===== src/rtl/if_id_pkg.sv =====
// Shared types for the IF->ID immediate stage: format codes, opcodes, entry payloads.
// Optional IMM_SEXT_EN build adds a final 32-bit immediate computed with imm_final().
package if_id_pkg;

  localparam int unsigned XLEN      = 32;
  localparam int unsigned IMM_RAW_W = 21;

  typedef enum logic [2:0] {
    FMT_R   = 3'd0,
    FMT_I   = 3'd1,
    FMT_S   = 3'd2,
    FMT_B   = 3'd3,
    FMT_U   = 3'd4,
    FMT_J   = 3'd5,
    FMT_BAD = 3'd7
  } imm_fmt_t;

  localparam logic [6:0] OP_IMM    = 7'b0010011;
  localparam logic [6:0] OP_LOAD   = 7'b0000011;
  localparam logic [6:0] OP_JALR   = 7'b1100111;
  localparam logic [6:0] OP_SYSTEM = 7'b1110011;
  localparam logic [6:0] OP_STORE  = 7'b0100011;
  localparam logic [6:0] OP_BRANCH = 7'b1100011;
  localparam logic [6:0] OP_LUI    = 7'b0110111;
  localparam logic [6:0] OP_AUIPC  = 7'b0010111;
  localparam logic [6:0] OP_JAL    = 7'b1101111;
  localparam logic [6:0] OP_REG    = 7'b0110011;

  typedef struct packed {
    imm_fmt_t               fmt;
    logic [IMM_RAW_W-1:0]   imm_raw;
    logic                   illegal;
  } imm_dec_t;

  typedef struct packed {
    logic [XLEN-1:0] instr;
    logic [XLEN-1:0] pc;
    imm_dec_t        dec;
  } if_id_entry_t;

  // Widen a raw immediate the way the downstream extender does (U is pre-shifted).
  function automatic logic [XLEN-1:0] imm_final(imm_fmt_t fmt, logic [IMM_RAW_W-1:0] raw);
    logic [XLEN-1:0] res;
    res = '0;
    case (fmt)
      FMT_I, FMT_S, FMT_B, FMT_J: res = {{(XLEN-IMM_RAW_W){raw[IMM_RAW_W-1]}}, raw};
      FMT_U:                      res = {raw[19:0], 12'b0};
      default:                    res = '0;
    endcase
    return res;
  endfunction

endpackage


===== src/rtl/if_id_imm_stage_imm_field_decode.sv =====
// Combinational opcode -> immediate format decode and raw immediate assembly.
module imm_field_decode
  import if_id_pkg::*;
(
  input  logic [31:0]          instr,
  output logic [2:0]           fmt,
  output logic [IMM_RAW_W-1:0] imm_raw,
  output logic                 illegal
);

  imm_fmt_t fmt_e;

  always_comb begin
    fmt_e = FMT_BAD;
    case (instr[6:0])
      OP_IMM, OP_LOAD, OP_JALR, OP_SYSTEM: fmt_e = FMT_I;
      OP_STORE:                            fmt_e = FMT_S;
      OP_BRANCH:                           fmt_e = FMT_B;
      OP_LUI, OP_AUIPC:                    fmt_e = FMT_U;
      OP_JAL:                              fmt_e = FMT_J;
      OP_REG:                              fmt_e = FMT_R;
      default:                             fmt_e = FMT_BAD;
    endcase
  end

  // Raw field is 21 bits; B/J carry an implicit zero LSB, U keeps its top bit duplicated.
  always_comb begin
    imm_raw = '0;
    case (fmt_e)
      FMT_I: imm_raw = {{9{instr[31]}}, instr[31:20]};
      FMT_S: imm_raw = {{9{instr[31]}}, instr[31:25], instr[11:7]};
      FMT_B: imm_raw = {{8{instr[31]}}, instr[31], instr[7], instr[30:25], instr[11:8], 1'b0};
      FMT_J: imm_raw = {instr[31], instr[19:12], instr[20], instr[30:21], 1'b0};
      FMT_U: imm_raw = {instr[31], instr[31:12]};
      default: imm_raw = '0;
    endcase
  end

  assign fmt     = fmt_e;
  assign illegal = (fmt_e == FMT_BAD);

endmodule


===== src/rtl/if_id_imm_stage.sv =====
// IF->ID stage with 2-entry skid buffer; stores pre-decoded immediate fields.
// Define IMM_SEXT_EN to add the registered 32-bit out_imm port.
module if_id_imm_stage
  import if_id_pkg::*;
(
  input  logic                 clk,
  input  logic                 rst,
  input  logic                 flush,
  input  logic                 in_valid,
  output logic                 in_ready,
  input  logic [31:0]          in_instr,
  input  logic [31:0]          in_pc,
  output logic                 out_valid,
  input  logic                 out_ready,
  output logic [31:0]          out_instr,
  output logic [31:0]          out_pc,
  output logic [2:0]           out_fmt,
  output logic [IMM_RAW_W-1:0] out_imm_raw,
  output logic                 out_illegal
`ifdef IMM_SEXT_EN
  ,
  output logic [XLEN-1:0]      out_imm
`endif
);

  logic [2:0]           dec_fmt;
  logic [IMM_RAW_W-1:0] dec_raw;
  logic                 dec_illegal;
  if_id_entry_t         in_entry;

  if_id_entry_t main_q, main_d, skid_q, skid_d;
  logic         out_valid_q, out_valid_d;
  logic         skid_valid_q, skid_valid_d;
  logic         in_ready_q, in_ready_d;
  logic         in_fire, out_fire;

  imm_field_decode u_dec (
    .instr   (in_instr),
    .fmt     (dec_fmt),
    .imm_raw (dec_raw),
    .illegal (dec_illegal)
  );

  always_comb begin
    in_entry.instr       = in_instr;
    in_entry.pc          = in_pc;
    in_entry.dec.fmt     = imm_fmt_t'(dec_fmt);
    in_entry.dec.imm_raw = dec_raw;
    in_entry.dec.illegal = dec_illegal;
  end

  // Next-state: skid drains first to keep FIFO order; new input bypasses skid when main frees.
  always_comb begin
    main_d       = main_q;
    skid_d       = skid_q;
    out_valid_d  = out_valid_q;
    skid_valid_d = skid_valid_q;
    in_fire      = in_valid & in_ready_q;
    out_fire     = out_valid_q & out_ready;
    if (flush) begin
      out_valid_d  = 1'b0;
      skid_valid_d = 1'b0;
    end else if (skid_valid_q) begin
      if (out_fire) begin
        main_d       = skid_q;
        skid_valid_d = 1'b0;
      end
    end else if (in_fire) begin
      if (!out_valid_q || out_fire) begin
        main_d      = in_entry;
        out_valid_d = 1'b1;
      end else begin
        skid_d       = in_entry;
        skid_valid_d = 1'b1;
      end
    end else if (out_fire) begin
      out_valid_d = 1'b0;
    end
    in_ready_d = ~skid_valid_d;
  end

  always_ff @(posedge clk) begin
    if (rst) begin
      main_q       <= '0;
      skid_q       <= '0;
      out_valid_q  <= 1'b0;
      skid_valid_q <= 1'b0;
      in_ready_q   <= 1'b1;
    end else begin
      main_q       <= main_d;
      skid_q       <= skid_d;
      out_valid_q  <= out_valid_d;
      skid_valid_q <= skid_valid_d;
      in_ready_q   <= in_ready_d;
    end
  end

`ifdef IMM_SEXT_EN
  logic [XLEN-1:0] imm_q;

  always_ff @(posedge clk) begin
    if (rst) imm_q <= '0;
    else     imm_q <= imm_final(main_d.dec.fmt, main_d.dec.imm_raw);
  end

  assign out_imm = imm_q;
`endif

  assign in_ready    = in_ready_q;
  assign out_valid   = out_valid_q;
  assign out_instr   = main_q.instr;
  assign out_pc      = main_q.pc;
  assign out_fmt     = main_q.dec.fmt;
  assign out_imm_raw = main_q.dec.imm_raw;
  assign out_illegal = main_q.dec.illegal;

endmodule


===== config.mk =====
export PLATFORM = sky130hd
export DESIGN_NAME = if_id_imm_stage
export DESIGN_NICKNAME = d
export VERILOG_FILES = /design/src/rtl/if_id_pkg.sv /design/src/rtl/if_id_imm_stage_imm_field_decode.sv /design/src/rtl/if_id_imm_stage.sv
export SDC_FILE = /design/constraint.sdc
export NUM_CORES = 1
export LEC_CHECK = 0
export CAP_MARGIN = 20
export CELL_PAD_IN_SITES_DETAIL_PLACEMENT = 0
export CELL_PAD_IN_SITES_GLOBAL_PLACEMENT = 1
export CORE_MARGIN = 2
export CORE_UTILIZATION = 41
export CTS_BUF_LIST = sky130_fd_sc_hd__clkbuf_4 sky130_fd_sc_hd__clkbuf_8 sky130_fd_sc_hd__clkbuf_16
export CTS_CLUSTER_SIZE = 16
export DETAILED_ROUTE_END_ITERATION = 8
export GPL_TIMING_DRIVEN = 0
export PLACE_DENSITY = 0.83
export REMOVE_ABC_BUFFERS = 1
export SLEW_MARGIN = 20
export SYNTH_ARGS = -nofsm -noshare
export SYNTH_HDL_FRONTEND = slang
export SYNTH_SLANG_ARGS = --single-unit

===== constraint.sdc =====
create_clock -name clk -period 4.71 [get_ports clk]
set_clock_uncertainty 0.15 [all_clocks]
set_input_delay 0.942 -clock clk [delete_from_list [all_inputs] [get_ports clk]]
set_output_delay 0.942 -clock clk [all_outputs]
set_load 0.01 [all_outputs]

## After elaboration in Yosys (flattened, before gate mapping)

Cells that the tools add are included.

- Equality and inequality tests: 18
- Muxes and demuxes: 14
- Bitwise operators: 6
- Reductions and logical operators: 11

Operators with widths:

| cell | number |
|---|---|
| 89-bit 2-to-1 mux | 4 |
| 21-bit one-hot mux with 5 select lines | 1 |
| 7-bit == test (second input constant) | 4 |
| 7-bit by 6-bit == test with 1-bit output (second input constant) | 3 |
| 3-bit one-hot mux with 6 select lines | 1 |
| 7-bit by 5-bit == test with 1-bit output (second input constant) | 2 |
| 3-bit == test (second input constant) | 3 |
| 1-bit 2-to-1 mux | 8 |
| 4-bit AND reduction | 2 |
| 7-bit by 2-bit == test with 1-bit output (second input constant) | 1 |
| 3-bit by 2-bit == test with 1-bit output (second input constant) | 2 |
| 2-bit nonzero test | 3 |
| 2-bit by 1-bit inequality test with 1-bit output (second input constant) | 2 |
| 1-bit inverter | 4 |
| 2-bit OR reduction | 2 |
| 4-bit OR reduction | 1 |
| 3-bit by 1-bit == test with 1-bit output (second input constant) | 1 |
| 3-bit AND reduction | 1 |
| 1-bit bitwise AND | 2 |
| 1-bit logical NOT | 1 |
| 1-bit logical OR | 1 |

- Register bits after elaboration: 181
- Output and inout bits: 91
- Word-level logic and storage cells: 62

## Longest topological paths before layout

Gate-level depths: netlist (run 1).

- Word-level depth: 8
- Mapped depth: 8
- Gate-level depth less buffers: 5

## Modules after synthesis

Synthesis (run 1) repeated with hierarchy kept, for this count alone.

- Cells, all modules: 1005
- Area, all modules: 8927.3 µm²

By module, submodules not included:

| module | instances | cells each | area an instance (µm²) | sequential area each (µm²) |
|---|---|---|---|---|
| if_id_imm_stage | 1 | 906 | 8260.4 | 3623.5 |
| imm_field_decode | 1 | 99 | 666.9 | 0.0 |

## Worst setup path after synthesis (run 1)

Ideal clock, no wire load.

- Path kind: in2reg
- Start point: input port in_instr[2]
- End point: register main_q (netlist bit out_imm_raw[7])
- Arrival: 2.422 ns
- Setup slack: 2.021 ns
- Stages on the path: 8
- Buffers on the path: 3
- Path through: buf_6 -> and4b_1 -> buf_4 -> a311oi_2 -> nor2_1 -> buf_4 -> a221o_1 -> a32o_1

- Word-level cells in the longest chain between the ends: 8
- Elaborated cells between the ends (all ways): 22

RTL lines:

| item | line | text |
|---|---|---|
| from (decl) | if_id_imm_stage.sv:11 | `input logic [31:0] in_instr,` |
| 7-bit by 5-bit == test with 1-bit output (tied with other cells) | if_id_imm_stage_imm_field_decode.sv:15 | `case (instr[6:0])` |
| 4-bit OR reduction or 2-bit OR reduction (tied branches) | if_id_imm_stage_imm_field_decode.sv:15 |  |
| 3-bit one-hot mux with 6 select lines * | if_id_imm_stage_imm_field_decode.sv:15 |  |
| 3-bit == test (tied with other cells) | if_id_imm_stage_imm_field_decode.sv:29 | `case (fmt_e)` |
| 21-bit one-hot mux with 5 select lines * | if_id_imm_stage_imm_field_decode.sv:29 |  |
| 89-bit 2-to-1 mux * | if_id_imm_stage.sv:69 | `if (!out_valid_q \|\| out_fire) begin` |
| 89-bit 2-to-1 mux * | if_id_imm_stage.sv:68 | `end else if (in_fire) begin` |
| 89-bit 2-to-1 mux * | if_id_imm_stage.sv:63 | `end else if (skid_valid_q) begin` |
| to (signal assigned) | if_id_imm_stage.sv:90 | `main_q <= main_d;` |
| to (decl) | if_id_imm_stage.sv:31 | `if_id_entry_t main_q, main_d, skid_q, skid_d;` |

Every way passes the cells marked *; elsewhere a longest branch is shown, timed or not. The select of a mux whose other input is x is not followed.
A chain may end at the register's enable or synchronous reset.

## Worst setup path in the final report (run 1)

- Start point: input port in_instr[2]
- End point: register main_q (netlist bit out_imm_raw[17])

The elaborated chain is that of the path after synthesis.

==> flow_metrics.py, run 1 <==
metrics = {
    "run_status": {
        "status": "finished clean",
    },
    "logic_synthesis": {
        "synth_edf_count": 0,
        "yosys_warnings": 0,
        "syn_avg_cell_area_um2": 8.52,
        "synth-async-reset-ratio": 0,
        "ys_seq_area_frac": 0.466,
        "yosys.cell_types.count": 44,
        "synth_seq_cells": 181,
        "synth_flop_cell": "dfxtp_1",
        "synth_area_um2": 7770,
        "syn_inst": 912,
    },
    "drt": {
        "avgViaCountPerCell": 5.41,
        "antenna_left": 0,
        "via_count": 6895,
        "drc": 0,
        "dr.pass1.iters": 4,
        "drt_first_iter_violations": 341,
        "wl_mm": 20.3,
        "wl_per_cell_um": 15.9,
    },
    "floorplan": {
        "core_area_um2": 18600,
        "io_pins": 160,
        "rows": 50,
        "fp.dieH_um": 142,
        "die_w_um": 142,
        "start_util": 0.417,
        "die-area_um2": 20100,
    },
    "sta": {
        "grt_setup_unrepaired": "no",
        "worst_slew_pin_slew_ns": 1.08,
        "finalSetupViolCount": 0,
        "timing.fmax_mhz": 268,
        "finalCriticalPeriod_ns": 3.73,
        "drv_slew": 0,
        "fin_hold_ws_ns": 0.303,
        "hold_violations": 0,
        "period_share": 0.791,
        "slew_headroom": 0.279,
    },
    "grt": {
        "antenna_found_initial": 0,
        "grt_first_pass_wirelength_mm": 33.3,
        "grt.overflow.total": 0,
        "busiest_layer": "met2",
        "grt_util_met2": 0.326,
        "grt_start_max_net_pins": 95,
        "grt_use_met3": 0.0425,
        "track_usage": 0.205,
        "grt_pass1_vias": 6313,
        "grt_use_met1": 0.283,
    },
    "worst_setup_path": {
        "required_ns": 4.91,
        "slowest_stage": "a2111oi_4",
        "cp_top_family": "compound AO/OA/AOI/OAI gates",
        "crit_chain": "clkdlybuf4s50_1 > and4b_1 > a311oi_2 > a2111oi_4 > o311ai_0 > a21oi_1",
        "end_kind": "flop",
        "crit_path_start_kind": "input port",
        "arrival_ns": 3.93,
        "cp_num_buf_inv": 1,
        "slowest_delay_ns": 0.99,
        "cp_max_fo": 18,
        "critPathKind": "input port to flop",
    },
    "cts": {
        "cts_tree": "yes",
        "path_clk_slew_ns": 0.07,
        "cts-resized-gates": 0,
        "cts-buffers-inserted": 17,
        "clock_latency_ns": 0.42,
        "postCtsSetupBuffers": 0,
        "ctsHoldBuffers": 0,
        "clock-sinks": 181,
        "clk_path_buf_depth": 2,
        "cts_root_buf": "clkbuf_16",
        "htreeDepth": 4,
    },
    "flow_run": {
        "maxCapViolCount": 0,
    },
    "final_layout": {
        "nets": 1099,
        "diodes": 0,
        "drive_gt1_frac": 0.0635,
        "area_growth_pct": 31.3,
    },
    "placed_design": {
        "io_buffers": 159,
        "place_congestion": 0.788,
        "hpwl_mm": 13.3,
    },
    "pwr": {
        "power_per_cell_area_nw_per_um2": 335,
        "leakage_uw": 0.00339,
        "finalPower_uw": 3420,
        "vdd.ir_drop.worst_uv": 255,
    },
    "min_path": {
        "hp-class": "flop to flop",
    },
}
-- power breakdown --
group	switching [µW]	total (µW)	internal [µW]
clock network	608	1400	791
registers	28.8	1610	1580
logic	205	408	203
-- cell usage after synthesis, types with 3 or more instances --
| library cell | n | area share |
|---|---|---|
| dfxtp_1 | 181 | 0.47 |
| nand2_1 | 156 | 0.075 |
| nor2_1 | 100 | 0.048 |
| a21oi_1 | 82 | 0.053 |
| a211oi_1 | 71 | 0.069 |
| mux2i_1 | 64 | 0.082 |
| clkbuf_1 | 61 | 0.029 |
| nor3_1 | 39 | 0.025 |
| buf_2 | 17 | 0.011 |
| o21ai_0 | 14 | 0.0090 |
| nor2b_1 | 13 | 0.010 |
| nand2b_1 | 12 | 0.0097 |
| o311ai_0 | 11 | 0.012 |
| a221o_1 | 9 | 0.012 |
| a221oi_1 | 8 | 0.0090 |
| a22o_1 | 8 | 0.0090 |
| a32o_1 | 6 | 0.0077 |
| inv_1 | 6 | 0.0029 |
| o41ai_1 | 6 | 0.0068 |
| and4b_1 | 5 | 0.0064 |
| buf_1 | 4 | 0.0019 |
| nand3b_1 | 4 | 0.0039 |
| nor4bb_1 | 4 | 0.0052 |
| a31oi_1 | 3 | 0.0024 |
| nand3_1 | 3 | 0.0019 |
-- sequential cells by signal, summed over array words and instances (netlist names), 3 cells and up --
register and cells:
out_imm_raw 21, out_pc 32, out_instr 32, out_fmt 3
skid_q 89
-- layout make-up --
| cell class | count | area, µm² |
|---|---|---|
| inverters | 6 | 22.5 |
| well taps | 234 | 293 |
| clock buffers | 18 | 439 |
| flip-flops and latches | 181 | 3630 |
| multi-input cells | 639 | 3790 |
| repair buffers | 185 | 1900 |
| fillers | 1774 | 8440 |
| clock inverters | 11 | 131 |
-- layout by cell type (no fill, tap or decap), types with 2 or more instances in the layout --
cell type / n
nand2_1: 156
nand2b_1: 12
dfxtp_1: 180
clkinv_4: 4
clkbuf_16: 17
nor2b_1: 13
a211oi_1: 71
and3b_1: 2
nor4_2: 2
clkdlybuf4s50_1: 158
o311ai_0: 11
clkinvlp_4: 3
inv_1: 6
a22o_1: 8
a32o_1: 6
nor3_1: 39
a31oi_1: 3
bufinv_16: 2
nor2_1: 100
and3_1: 2
nand3b_1: 4
o21ai_0: 14
nand3_1: 3
a221oi_1: 7
a221o_1: 8
buf_8: 3
buf_4: 4
o41ai_1: 6
buf_16: 4
mux2i_1: 64
and4b_1: 5
a21oi_1: 82
buf_6: 6
buf_2: 9
nor4bb_1: 4
-- per-stage QoR --
stage / cell area [µm²] / std cells / setup WS, ns / setup TNS [ns] / util
3_5_place_dp: 9640 / 1245 / 0.558 / 0 / 0.517
5_1_grt: 10200 / 1274 / 0.786 / 0 / 0.547
2_1_floorplan: 7400 / 826 / -8.07 / -988.77 / -
3_3_place_gp: 9290 / 1219 / -15.31 / -2133.08 / 0.498
4_1_cts: 10200 / 1274 / 1.02 / 0 / 0.547
6_report: 10200 / 1274 / 0.984 / 0 / 0.547
-- cells by family after synthesis --
kind of cell,synth area share
compound gates,0.201
mux,0.0824
buf+inv,0.0501
simple gates,0.200
flops,0.466
-- worst register-to-register path, delay by kind of cell, from the launching register on --
family	cells	cell delay, ns
AOI/OAI and AO/OA	2	0.77
and+or+nand+nor	2	0.22
DFF	1	0.70
buffers and inverters	4	1.02
-- worst paths after layout --
kind / from / to / slack, ns / cells past startpoint
worst max-delay path: in_instr[2] / out_imm_raw[17] / 0.98 / 6
worst min-delay path: skid_q[45] / skid_q[45] / 0.30 / 2
worst max register to register: skid_valid_q / out_pc[21] / 1.75 / 8
worst min register to register: skid_q[45] / skid_q[45] / 0.30 / 2
-- layer usage --
metal	part of all wire	up-vias	routed length, µm
li1	-	3488	-
met5	0	-	0
met3	0.045	20	921
met4	0.014	0	291
met2	0.46	155	9280
met1	0.48	3232	9830
Power figures use the tool's default switching activity.
==> inputs of run 2 (changes only) <==
CORE_UTILIZATION = 38   (was 41)
PLACE_DENSITY = 0.78   (was 0.83)
clock period = 3.6 ns   (was 4.71 ns; I/O delays follow)
==> flow_metrics.py, run 2 (synthesized netlist as in run 1, its figures left out) <==
metrics = {
    "placed_design": {
        "hpwl_mm": 13.5,
        "io_buffers": 159,
        "place_congestion": 0.772,
        "dpl_cell_area_um2": 9680,
        "dp_cells": 1281,
    },
    "drt": {
        "wl_per_cell_um": 15.6,
        "avgViaCountPerCell": 5.14,
        "wl_mm": 20.5,
        "dr.pass1.iters": 5,
        "via_count": 6755,
        "drt_first_iter_violations": 504,
        "drc": 0,
        "antenna_left": 0,
    },
    "final_layout": {
        "nets": 1100,
        "register_area_um2": 3630,
        "fin_cells": 1313,
        "mostFrequentLayoutCells": "180 x dfxtp_1, 158 x clkdlybuf4s50_1, 156 x nand2_1",
        "post-route-util": 0.513,
        "area_growth_pct": 33.0,
        "top_register": "skid_q",
        "multi_input_area_um2": 3790,
        "diodes": 0,
        "final_common_cell": "dfxtp_1",
        "fin_area_um2": 10300,
        "final.fill_count": 1927,
        "drive_gt1_frac": 0.0662,
        "largest_reg_flops": 89,
    },
    "grt": {
        "grt_start_max_net_pins": 113,
        "grt.overflow.total": 0,
        "grt_first_pass_wirelength_mm": 33.0,
        "antenna_found_initial": 0,
        "grt_use_met1": 0.261,
        "grt_util_met2": 0.302,
        "track_usage": 0.189,
        "grt_use_met3": 0.0469,
        "busiest_layer": "met2",
        "grt_pass1_vias": 6213,
    },
    "sta": {
        "finalSetupViolCount": 0,
        "drv_slew": 0,
        "hold_violations": 0,
        "period_share": 0.895,
        "grt_setup_unrepaired": "no",
        "finalCriticalPeriod_ns": 3.22,
        "worst_slew_pin_slew_ns": 1.07,
        "timing.fmax_mhz": 310,
        "slew_headroom": 0.286,
    },
    "floorplan": {
        "start_util": 0.385,
        "die_w_um": 147,
        "io_pins": 160,
        "fp.dieH_um": 147,
        "rows": 52,
        "die-area_um2": 21600,
        "core_area_um2": 20200,
    },
    "cts": {
        "htreeDepth": 4,
        "clock-sinks": 181,
        "clock_latency_ns": 0.43,
        "cts-resized-gates": 0,
        "ctsHoldBuffers": 0,
        "cts-buffers-inserted": 17,
        "cts_root_buf": "clkbuf_16",
        "cts_tree": "yes",
        "clk_path_buf_depth": 2,
        "postCtsSetupBuffers": 0,
        "path_clk_slew_ns": 0.07,
    },
    "worst_setup_path": {
        "cp_max_fo": 9,
        "slowest_stage": "nor4_2",
        "required_ns": 3.80,
        "end_kind": "flop",
        "crit_path_start_kind": "input port",
        "critPathKind": "input port to flop",
        "arrival_ns": 3.42,
        "slowest_delay_ns": 0.73,
        "crit_chain": "clkdlybuf4s50_1 > nor4_2 > buf_4 > buf_2 > buf_4 > buf_2 > buf_4 > buf_2 > nand2_1 > a21oi_1",
    },
    "run_status": {
        "status": "finished clean",
    },
    "flow_run": {
        "maxCapViolCount": 0,
    },
    "pwr": {
        "power_per_cell_area_nw_per_um2": 453,
        "vdd.ir_drop.worst_uv": 326,
        "leakage_uw": 0.00344,
        "switching_share": 0.243,
        "internal-power_uw": 3550,
        "seqPwrFrac": 0.449,
        "clockPowerShare": 0.437,
        "power_frac_comb": 0.114,
        "switchingPower_uw": 1140,
    },
    "min_path": {
        "hp-class": "flop to flop",
    },
}
[run 2: worst max-delay path, delay by kind of cell]
family                 cells  cell delay (ns)
AOI/OAI and AO/OA          1             0.12
buffers and inverters      7             1.76
and+or+nand+nor            2             0.81
[run 2: layer usage]
| layer | up-vias | wire, µm |
|---|---|---|
| li1 | 3477 | - |
| met1 | 3109 | 9790 |
| met2 | 158 | 9390 |
| met3 | 11 | 1160 |
| met4 | 0 | 129 |
| met5 | - | 0 |
[run 2: power groups by stage]
| stage | logic [µW] | clock network [µW] | registers (µW) |
|---|---|---|---|
| after floorplan | 204 | 0 | 2180 |
| after global placement | 566 | 0 | 2160 |
| after detailed placement | 537 | 0 | 2150 |
| after CTS | 539 | 2100 | 2110 |
| after global routing | 582 | 2190 | 2110 |
| final | 533 | 2050 | 2100 |
[run 2: final cells by class]
type | count | area share
multi-input combinational | 639 | 0.367
inverter | 6 | 0.00218
timing repair buffer | 186 | 0.185
tap | 270 | 0.0327
sequential | 181 | 0.351
clock buffer | 18 | 0.0436
clock inverter | 13 | 0.0185
[run 2: worst paths after layout]
kind                   start         end  slack, ns  cells past startpoint
hold reg to reg   out_fmt[0]  out_fmt[0]       0.30                      2
setup / recovery       flush  skid_q[87]       0.38                     10
setup reg to reg   out_valid  skid_q[87]       0.69                     10
hold / removal    out_fmt[0]  out_fmt[0]       0.30                      2
[run 2: metrics by stage]
stage               hold WS, ns  power (µW)  setup slack [ns]  TNS [ns]
global placement          0.288        2720            -16.74  -2365.91
CTS                       0.307        4740             0.129         0
floorplan                 0.280        2390             -9.18  -1186.42
detailed placement        0.296        2690            -0.367     -5.38
global route              0.322        4890             0.120         0
finish                    0.304        4690             0.378         0
==> inputs of run 3 (changes only) <==
CTS_CLUSTER_SIZE = 28   (was 16)
REMOVE_ABC_BUFFERS = default   (was 1)
==> flow_metrics.py, run 3 (synthesized netlist as in run 1, its figures left out) <==
metrics = {
    "final_layout": {
        "nets": 1156,
        "top_register": "skid_q",
        "drive_gt1_frac": 0.0510,
        "final_common_cell": "dfxtp_1",
        "fin_area_um2": 10200,
        "fin_cells": 1368,
        "diodes": 0,
        "mostFrequentLayoutCells": "181 x dfxtp_1, 156 x nand2_1, 156 x clkdlybuf4s50_1",
        "largest_reg_flops": 89,
        "area_growth_pct": 31.1,
    },
    "sta": {
        "grt_setup_unrepaired": "no",
        "drv_slew": 0,
        "tns_ns": 0,
        "slew_headroom": 0.449,
        "worst_slew_pin_slew_ns": 0.826,
        "finalSetupViolCount": 0,
        "finalCriticalPeriod_ns": 3.33,
        "timing.fmax_mhz": 301,
        "hold_violations": 0,
        "fin_hold_ws_ns": 0.303,
        "period_share": 0.924,
    },
    "worst_setup_path": {
        "cp_num_buf_inv": 5,
        "ff2ff_path_depth": 7,
        "slowest_stage": "clkbuf_1",
        "cp_top_family": "buffers and inverters",
        "reg2reg_from": "skid_valid_q",
        "crit_top_cell": "clkbuf_1",
        "rrSetupSlack_ns": 0.50,
        "timing.rr.end": "out_instr[25]",
        "slowest_delay_ns": 0.67,
        "crit_path_start_kind": "input port",
        "cp_max_fo": 10,
        "arrival_ns": 3.46,
        "crit_chain": "clkdlybuf4s50_1 > inv_1 > a221oi_1 > clkbuf_1 > clkbuf_1 > buf_2 > a211oi_1",
        "end_kind": "flop",
        "critPathKind": "input port to flop",
        "required_ns": 3.73,
    },
    "pwr": {
        "vdd.ir_drop.worst_uv": 305,
        "leakage_uw": 0.00335,
        "power_per_cell_area_nw_per_um2": 426,
        "finalPower_uw": 4340,
    },
    "drt": {
        "drc": 0,
        "dr.pass1.iters": 6,
        "wl_per_cell_um": 17.7,
        "via_count": 7261,
        "drt_first_iter_violations": 564,
        "avgViaCountPerCell": 5.31,
        "wl_mm": 24.3,
        "antenna_left": 0,
    },
    "grt": {
        "grt_pass1_vias": 6743,
        "grt.overflow.total": 0,
        "track_usage": 0.226,
        "grt_first_pass_wirelength_mm": 38.1,
        "antenna_found_initial": 0,
        "grt_start_max_net_pins": 17,
    },
    "floorplan": {
        "core_area_um2": 20200,
        "start_util": 0.385,
        "die_w_um": 147,
        "fp.dieH_um": 147,
        "rows": 52,
        "die-area_um2": 21600,
        "io_pins": 160,
    },
    "cts": {
        "cts-buffers-inserted": 17,
        "htreeDepth": 4,
        "clk_path_buf_depth": 2,
        "cts_tree": "yes",
        "path_clk_slew_ns": 0.06,
        "clock_latency_ns": 0.43,
        "postCtsSetupBuffers": 0,
        "cts-resized-gates": 0,
        "cts_root_buf": "clkbuf_16",
        "clock-sinks": 181,
        "ctsHoldBuffers": 0,
    },
    "placed_design": {
        "hpwl_mm": 17.5,
        "dpl_cell_area_um2": 9670,
        "io_buffers": 156,
        "place_congestion": 0.872,
        "dp_cells": 1338,
    },
    "min_path": {
        "hold_path_depth": 2,
        "hp-class": "flop to flop",
        "hold_end": "skid_q[60]",
        "worstHoldStart": "skid_q[60]",
    },
    "flow_run": {
        "maxCapViolCount": 0,
    },
    "logic_synthesis": {
        "syn_nets": 981,
    },
    "run_status": {
        "status": "finished clean",
    },
}
==> run 3: cell types whose count changed in the layout (fill, tap and decap cells not counted), sizes merged <==
cell	previous run	this run
clkbuf	18	82
bufinv	4	0
inv	10	6
buf	28	25
clkinv	3	6
clkdlybuf4s50	158	156
clkinvlp	2	3
==> run 3: tightest hold or removal path, delay by kind of cell, from the launching register on <==
family,cells,cell delay [ns]
flip-flops,1,0.31
AND/OR/NAND/NOR,1,0.05
AO/OA/AOI/OAI,1,0.05
==> run 3: cell type report <==
class	instances	area, µm²
sequential	181	3620
timing repair buffer	156	1560
tap	270	338
clock inverter	9	60.1
buffer	86	367
multi-input combinational	639	3760
fill	2006	9980
clock buffer	21	455
inverter	6	22.5
==> run 3: worst max path at each step <==
stage                 from             end  slack, ns  depth (start not counted)
3_5_place_dp      in_valid   out_instr[25]      -0.17                          7
5_1_grt           in_valid   out_instr[25]       0.13                          7
2_1_floorplan  in_instr[2]  out_imm_raw[7]       1.13                          8
4_1_cts          out_ready   out_instr[25]       0.27                          7
6_report         out_ready   out_instr[25]       0.27                          7
3_3_place_gp      in_valid   out_instr[27]      -0.13                          7
==> run 3: power breakdown <==
part	leakage, µW	switching, µW	internal (µW)
Clock	0.000252	776	901
Sequential	0.00147	35.7	2070
Combinational	0.00162	296	259
Total	0.00335	1110	3230
==> run 3: metal layers <==
layer | vias up | GRT usage | part of all wire
li1 | 3578 | - | -
met1 | 3416 | 0.314 | 0.47
met2 | 241 | 0.348 | 0.45
met3 | 26 | 0.0522 | 0.061
met4 | 0 | 0.0731 | 0.017
met5 | - | 0 | 0
==> run 3: per-stage QoR <==
stage | setup WS (ns) | util
finish | 0.273 | 0.505
global route | 0.133 | 0.505
CTS | 0.266 | 0.505
detailed placement | -0.175 | 0.479
global placement | -0.128 | 0.479
floorplan | 1.13 | -
